$ cat src/rtl/ll_push_arbiter.sv
// ll_push_arbiter: per-source one-entry staging with round-robin push onto a shared linked-list FIFO
module ll_push_arbiter #(
  parameter int WIDTH = 8,
  parameter int NUM_FIFOS = 2,
  parameter int SEL_WIDTH = $clog2(NUM_FIFOS)
) (
  input  logic                       clk,
  input  logic                       rst,
  input  logic [NUM_FIFOS-1:0]       in_valid,
  input  logic [NUM_FIFOS*WIDTH-1:0] in_data,
  output logic [NUM_FIFOS-1:0]       in_ready,
  input  logic                       full,
  output logic                       push,
  output logic [SEL_WIDTH-1:0]       push_sel,
  output logic [WIDTH-1:0]           data_in,
  output logic [NUM_FIFOS-1:0]       grant_onehot
);
  logic [NUM_FIFOS-1:0] stage_valid_q, stage_valid_d;
  logic [WIDTH-1:0]     stage_data_q [NUM_FIFOS];
  logic [SEL_WIDTH-1:0] last_grant_q, last_grant_d;
  logic [SEL_WIDTH-1:0] g, idx;
  logic                 found;
  logic                 any_req;
  always_comb begin
    g = '0;
    idx = '0;
    found = 1'b0;
    for (int k = 1; k <= NUM_FIFOS; k++) begin
      idx = SEL_WIDTH'((int'(last_grant_q) + k) % NUM_FIFOS);
      if (!found && stage_valid_q[idx]) begin
        g = idx;
        found = 1'b1;
      end
    end
  end
  assign any_req       = |stage_valid_q;
  assign push          = !rst && !full && any_req;
  assign push_sel      = any_req ? g : '0;
  assign data_in       = any_req ? stage_data_q[g] : '0;
  assign grant_onehot  = push ? NUM_FIFOS'(1) << g : '0;
  assign in_ready      = {NUM_FIFOS{!rst}} & (~stage_valid_q | grant_onehot);
  assign stage_valid_d = (stage_valid_q & ~grant_onehot) | (in_valid & in_ready);
  assign last_grant_d  = push ? g : last_grant_q;
  always_ff @(posedge clk) begin
    if (rst) begin
      stage_valid_q <= '0;
      last_grant_q  <= SEL_WIDTH'(NUM_FIFOS - 1);
    end else begin
      stage_valid_q <= stage_valid_d;
      last_grant_q  <= last_grant_d;
    end
  end
  always_ff @(posedge clk) begin
    for (int i = 0; i < NUM_FIFOS; i++)
      if (in_valid[i] && in_ready[i]) stage_data_q[i] <= in_data[i*WIDTH +: WIDTH];
  end
endmodule

$ cat config.mk
export PLATFORM = sky130hd
export DESIGN_NAME = ll_push_arbiter
export DESIGN_NICKNAME = d
export VERILOG_FILES = /design/src/rtl/ll_push_arbiter.sv
export SDC_FILE = /design/constraint.sdc
export NUM_CORES = 1
export LEC_CHECK = 0
export CAP_MARGIN = 20
export CORE_UTILIZATION = 43
export CTS_CLUSTER_DIAMETER = 200
export CTS_CLUSTER_SIZE = 10
export DETAILED_ROUTE_END_ITERATION = 7
export PLACE_DENSITY = 0.82
export SETUP_SLACK_MARGIN = 0.3
export SLEW_MARGIN = 5
export SYNTH_ARGS = -nofsm -noshare
export SYNTH_HDL_FRONTEND = slang
export SYNTH_SLANG_ARGS = --single-unit
$ cat constraint.sdc
create_clock -name clk -period 2.3 [get_ports clk]
set_input_delay 0.46 -clock clk [delete_from_list [all_inputs] [get_ports clk]]
set_output_delay 0.46 -clock clk [all_outputs]
set_load 0.02 [all_outputs]
==> results of run 1 <==
power breakdown:
part / switching [mW] / internal, mW / total [mW]
sequential: 0.00960 / 0.391 / 0.401
clock: 0.102 / 0.0649 / 0.166
combinational: 0.0620 / 0.0793 / 0.141
routing by layer:
layer / up-vias / wire length [um] / share of wire [%]
li1: 282 / - / -
met5: - / 0 / 0
met1: 276 / 566 / 36
met4: 0 / 21 / 1.3
met3: 2 / 97 / 6.2
met2: 27 / 878 / 56
cell families after synthesis:
| family | Yosys count | synth area share (%) |
|---|---|---|
| buffers and inverters | 4 | 2.88 |
| AO/OA/AOI/OAI | 15 | 16.6 |
| AND/OR/NAND/NOR | 11 | 11.4 |
| flip-flops | 19 | 69.1 |
cells in the final DEF (no fill, tap or decap), drive strengths merged:
cell           count
a21boi             1
a21oi              3
buf               20
and2               1
a221o              1
clkbuf             5
edfxtp            16
dfxtp              3
a22o               8
nand2              1
dlygate4sd2        1
clkdlybuf4s15      2
clkinv             1
nor2b              3
nor3               1
o21ai              1
dlymetal6s2s       1
nor3b              3
inv                2
nor2               2
a21o               1
clkdlybuf4s50     19
area by class of cell:
cell class / instances / area [um^2] / share of cell area, %
Clock buffer: 3 / 22.5 / 1.85
Clock inverter: 1 / 5.00 / 0.411
Inverter: 2 / 7.51 / 0.616
Multi-Input combinational cell: 26 / 224 / 18.4
Sequential cell: 19 / 547 / 44.9
Tap cell: 25 / 31.3 / 2.57
Timing Repair Buffer: 45 / 382 / 31.3
critical path, cell delays in order, from the launching register on:
cell	delay [ns]
dfxtp_4	0.38
a21boi_4	0.21
buf_4	0.15
a22o_1	0.13
clkdlybuf4s15_1	0.30
worst max-delay path by stage:
stage          slack [ns]                        start           to
3_3_place_gp        -0.06                         full  in_ready[1]
2_1_floorplan        0.65                          rst         push
6_report             0.37  stage_valid_q[1]$_SDFF_PP0_   data_in[7]
4_1_cts              0.26  stage_valid_q[1]$_SDFF_PP0_   data_in[0]
5_1_grt              0.31  stage_valid_q[1]$_SDFF_PP0_   data_in[7]
3_5_place_dp        -0.07                         full  in_ready[1]
timing repair:
action / CTS / global route
endpoints found under the setup margin: 14 / 9
setup buffers: 4 / 1
pin swaps: 1 / 1
gates cloned: 0 / 0
gates resized for setup: 42 / 12
registers in the layout (all words and copies together) (netlist names):
register and cells:
last_grant_q 1, stage_data_q 16, stage_valid_q 2
==> impl_metrics.tcl, run 1 <==
set metrics [dict create \
    path_clk_slew_ns 0.10 \
    min-delay-start "stage_valid_q[1]$_SDFF_PP0_" \
    utilization_pct 71.4 \
    crit_type "reg2out" \
    first_global_vias 584 \
    yosysMostFrequentCell "edfxtp_1" \
    period_share_pct 83.7 \
    grt_use_met1_pct 21.7 \
    cts_made_buffers 3 \
    p_per_area_nw_per_um2 581 \
    tightest_slew_ns 0.378 \
    yosysSeqAreaShare_pct 69.1 \
    synth.largest_area_cell "edfxtp_1" \
    worstPathMaxFanout 5 \
    dpl_worst_slack_ns -0.0706 \
    top_usage_layer "met2" \
    grt_util_met2_pct 34.7 \
    r2r_setup_slack_ns 0.60 \
    layout-drive-gt1-share_pct 37.5 \
    ys_top_cells_by_area "edfxtp_1 (61%), a22o_1 (9.0%), dfxtp_1 (7.7%)" \
    min_path_type "reg2reg" \
    whs_path_depth 2 \
    worstSetupStartpointType "register" \
    r2r-end "stage_data_q[0][5]$_DFFE_PP_" \
    cts_tree "yes" \
    rsz0062_at_grt "no" \
    route.detailed.drc 0 \
    start_util_pct 45.8 \
    fin_nets 118 \
    endpoint_kind "primary output" \
    cts_buffer_depth 2 \
    maxCapViolations 0 \
    first_iter_violations 11 \
    grt_max_degree 12 \
    drtAntennaViolNets 0 \
    final_cells 121 \
    synth_area_per_cell_um2 16.0 \
    hold_violations 0 \
    rows 15 \
    io_buffers 34 \
    ys_warn_count 0 \
    min_period_ns 1.93 \
    cts.sinks 19 \
    antenna_found_initial 0 \
    ios 35 \
    core_area_um2 1710 \
    totalPowerFinal_mw 0.709 \
    placedCellCount 112 \
    diodes 0 \
    finalSetupTns_ns 0 \
    outcome "complete, no violations" \
    vias_per_cell 4.85 \
    async_flop_share_pct 0 \
    netlist_instances 49 \
    grtUsageMet3_pct 4.90 \
    num_vias 587 \
    cts_hold_buf 0 \
    r2r-start "stage_valid_q[1]$_SDFF_PP0_" \
    ir_worst_vdd_v 0.000474 \
    routedWlPerCell_um 12.9 \
    layout_setup_ws_ns 0.374 \
    nFillCells 131 \
    h-tree-depth 1 \
    synth_top_area_share_pct 61.4 \
    synth_edf_count 16 \
    synth_area_um2 782 \
    setup_viol 0 \
    totalWireLength_um 1560 \
    final.setup_skew_ns 0.00153 \
    cp.required_ns 1.84 \
    r2r_cells 8 \
    max_freq_ghz 0.519 \
    relSlewSlack_pct 74.8 \
    overflow 0 \
    gp_congestion 0.702 \
    grtUsageTotal_pct 19.0 \
    synth_flop_cell "edfxtp_1" \
    whs_endpoint "stage_valid_q[1]$_SDFF_PP0_" \
    cp.arrival_ns 1.47 \
    placed_area_um2 1180 \
    die_area_um2 1990 \
    insertion_delay_ns 0.30 \
    synth_common_cells "edfxtp_1 (16), a22o_1 (8), dfxtp_1 (3), nor3b_2 (3)" \
    ys_ff_latch 19 \
    cts_root_buffer "clkbuf_4" \
    dieHeight_um 44.6 \
    whs_ns 0.541 \
    dr.pass1.iters 4 \
    drv_slew 0 \
    syn_nets 70 \
    grt_pass1_wl_um 2590 \
    area_growth_syn_to_layout_pct 55.8 \
    leakage_nw 0.498 \
    synth.distinct_cells 20 \
    design_area_um2 1220 \
    die_width_um 44.6 \
]
Note: power is estimated with default switching activity, not from simulation.
==> inputs of run 2 (changes only) <==
--- a/config.mk
+++ b/config.mk
@@ -6,11 +6,11 @@
 export NUM_CORES = 1
 export LEC_CHECK = 0
 export CAP_MARGIN = 20
-export CORE_UTILIZATION = 43
+export CORE_UTILIZATION = 36
 export CTS_CLUSTER_DIAMETER = 200
 export CTS_CLUSTER_SIZE = 10
 export DETAILED_ROUTE_END_ITERATION = 7
-export PLACE_DENSITY = 0.82
+export PLACE_DENSITY = 0.73
 export SETUP_SLACK_MARGIN = 0.3
 export SLEW_MARGIN = 5
 export SYNTH_ARGS = -nofsm -noshare
==> constraint.sdc (replaced) <==
create_clock -name clk -period 1.5 [get_ports clk]
set_input_delay 0.3 -clock clk [delete_from_list [all_inputs] [get_ports clk]]
set_output_delay 0.3 -clock clk [all_outputs]
set_load 0.02 [all_outputs]
==> run 2 against run 1 <==
Against the previous run: the run now ends with setup timing left; largest power group unchanged; clock skew grew 0.0020 ns; critical path depth grew 1; setup slack lost 0.51 ns; first-iteration DRC count shrank 36%; die area grew 19%; final cell count grew 5.0%; sequential power grew 52%; largest cell class unchanged; clock power grew 50%; combinational power grew 110%.
==> impl_metrics.tcl, run 2 (same netlist as run 1, synthesis figures left out) <==
set metrics [dict create \
    layout_setup_ws_ns -0.132 \
    io_buffers 34 \
    totalWireLength_um 1710 \
    fin_nets 122 \
    finalSetupTns_ns -2.03 \
    core_area_um2 2000 \
    max_freq_ghz 0.613 \
    ir_worst_vdd_v 0.000609 \
    crit_type "reg2out" \
    first_iter_violations 7 \
    tightest_slew_ns 0.195 \
    final.setup_skew_ns 0.00350 \
    worstPathMaxFanout 3 \
    p_int_mw 0.873 \
    die_area_um2 2360 \
    top_register "stage_data_q" \
    utilization_pct 70.0 \
    design_area_um2 1400 \
    gp_congestion 0.756 \
    cp.arrival_ns 1.33 \
    rows 16 \
    dpl_worst_slack_ns -0.525 \
    antenna_found_initial 0 \
    drv_slew 0 \
    placed_area_um2 1280 \
    cp.required_ns 1.20 \
    endpoint_kind "primary output" \
    layout-drive-gt1-share_pct 48.0 \
    insertion_delay_ns 0.29 \
    outcome "finished with violations" \
    cts_made_buffers 3 \
    final_cell_mix "buf_6 (19), clkdlybuf4s50_1 (18), edfxtp_1 (16)" \
    leakage_nw 0.550 \
    first_global_vias 564 \
    setup_viol 20 \
    grtUsageTotal_pct 16.0 \
    num_vias 594 \
    path_clk_slew_ns 0.10 \
    routedWlPerCell_um 13.4 \
    seqPwrFrac_pct 53.0 \
    maxCapViolations 0 \
    min_period_ns 1.63 \
    start_util_pct 39.1 \
    final_common_cell "buf_6" \
    cpPeakStageDelay_ns 0.37 \
    power_frac_comb_pct 25.3 \
    p_sw_mw 0.278 \
    largest_reg_flops 16 \
    worstPathCellList "nor2b_4 -> nor2b_4 -> buf_6 -> a22o_1 -> buf_6" \
    h-tree-depth 1 \
    period_share_pct 109 \
    dr.pass1.iters 4 \
    grt_pass1_wl_um 2680 \
    hold_violations 0 \
    p_per_area_nw_per_um2 821 \
    relSlewSlack_pct 87.0 \
    cts_root_buffer "clkbuf_4" \
    swShare_pct 24.1 \
    rsz0062_at_grt "yes" \
    vias_per_cell 4.68 \
    cts_tree "yes" \
    die_width_um 48.6 \
    ios 35 \
    grt_max_degree 11 \
    violations "setup timing" \
    critPathSlowestCell "dfxtp_4" \
    cts.sinks 19 \
    hpwl_um 1170 \
    min_path_type "in2reg" \
    diodes 0 \
    drtAntennaViolNets 0 \
    p_clk_share_pct 21.7 \
    area_growth_syn_to_layout_pct 79.2 \
    worstSetupStartpointType "register" \
    overflow 0 \
    dieHeight_um 48.6 \
    reg.largest.list "stage_data_q (16), stage_valid_q (2), last_grant_q (1)" \
    route.detailed.drc 0 \
    cts_hold_buf 0 \
    cts_buffer_depth 2 \
]
[run 2: changes by cell type in the layout (fill, tap and decap cells not counted), moves of 2 or more]
| cell | previous run | this run |
|---|---|---|
| buf_6 | 0 | 19 |
| dfxtp_2 | 2 | 0 |
| buf_2 | 9 | 0 |
| nor3b_4 | 0 | 3 |
| clkdlybuf4s15_1 | 2 | 0 |
| clkbuf_2 | 2 | 0 |
| dfxtp_4 | 1 | 3 |
| nor3b_2 | 3 | 0 |
[run 2: final timing paths]
kind                                    start                            to  slack [ns]  cells after the start
setup / recovery  stage_valid_q[1]$_SDFF_PP0_                    data_in[1]       -0.13                      5
setup reg to reg  stage_valid_q[1]$_SDFF_PP0_  stage_data_q[0][3]$_DFFE_PP_       -0.10                      7
hold reg to reg     last_grant_q$_SDFFE_PP1N_     last_grant_q$_SDFFE_PP1N_        0.65                      2
hold / removal                     in_data[5]  stage_data_q[0][5]$_DFFE_PP_        0.56                      1
[run 2: repair_timing]
action	4_1_cts	5_1_grt
setup endpoints to repair	30	31
setup buffers	2	1
gates cloned	0	0
resized for setup	97	3
pin swaps	6	4
[run 2: power groups by stage]
stage	logic (mW)	clock network [mW]	registers, mW
2_1_floorplan	0.112	0	0.623
3_3_place_gp	0.256	0	0.622
3_5_place_dp	0.261	0	0.623
4_1_cts	0.284	0.265	0.610
5_1_grt	0.308	0.291	0.612
6_report	0.291	0.249	0.610
[run 2: routing by layer]
layer / global-route usage, % / up-vias / routed length, um
met5: 0 / - / 0
met4: 11.8 / 0 / 0
met3: 1.89 / 0 / 52
met2: 28.7 / 16 / 1030
met1: 17.0 / 285 / 620
li1: - / 293 / -
[run 2: final cells by class]
type | count | area, um^2
flip-flops and latches | 19 | 552
repair buffers | 49 | 499
well taps | 27 | 33.8
fillers | 147 | 601
clock buffers | 4 | 26.3
inverters | 2 | 7.51
multi-input cells | 26 | 283
[run 2: per-stage QoR]
step                      hold slack [ns]  total power, mW  cells
after global placement              0.626            0.878    120
after CTS                           0.543             1.16    126
final                               0.556             1.15    127
after global routing                0.537             1.21    127
after detailed placement            0.640            0.884    120
after floorplan                     0.399            0.735     49
[run 2: worst max-delay path: cells and delay by family, from the launching register on]
kind                   cells  cell delay (ns)
and+or+nand+nor            2             0.23
AOI/OAI and AO/OA          1             0.20
DFF                        1             0.37
buffers and inverters      2             0.24
==> inputs of run 3 (changes only) <==
--- a/config.mk
+++ b/config.mk
@@ -5,6 +5,7 @@
 export SDC_FILE = /design/constraint.sdc
 export NUM_CORES = 1
 export LEC_CHECK = 0
+export ABC_CLOCK_PERIOD_IN_PS = 1500
 export CAP_MARGIN = 20
 export CORE_UTILIZATION = 36
 export CTS_CLUSTER_DIAMETER = 200
==> results of run 3 <==
Final layout, timing and power as in run 2 (identical DEF).
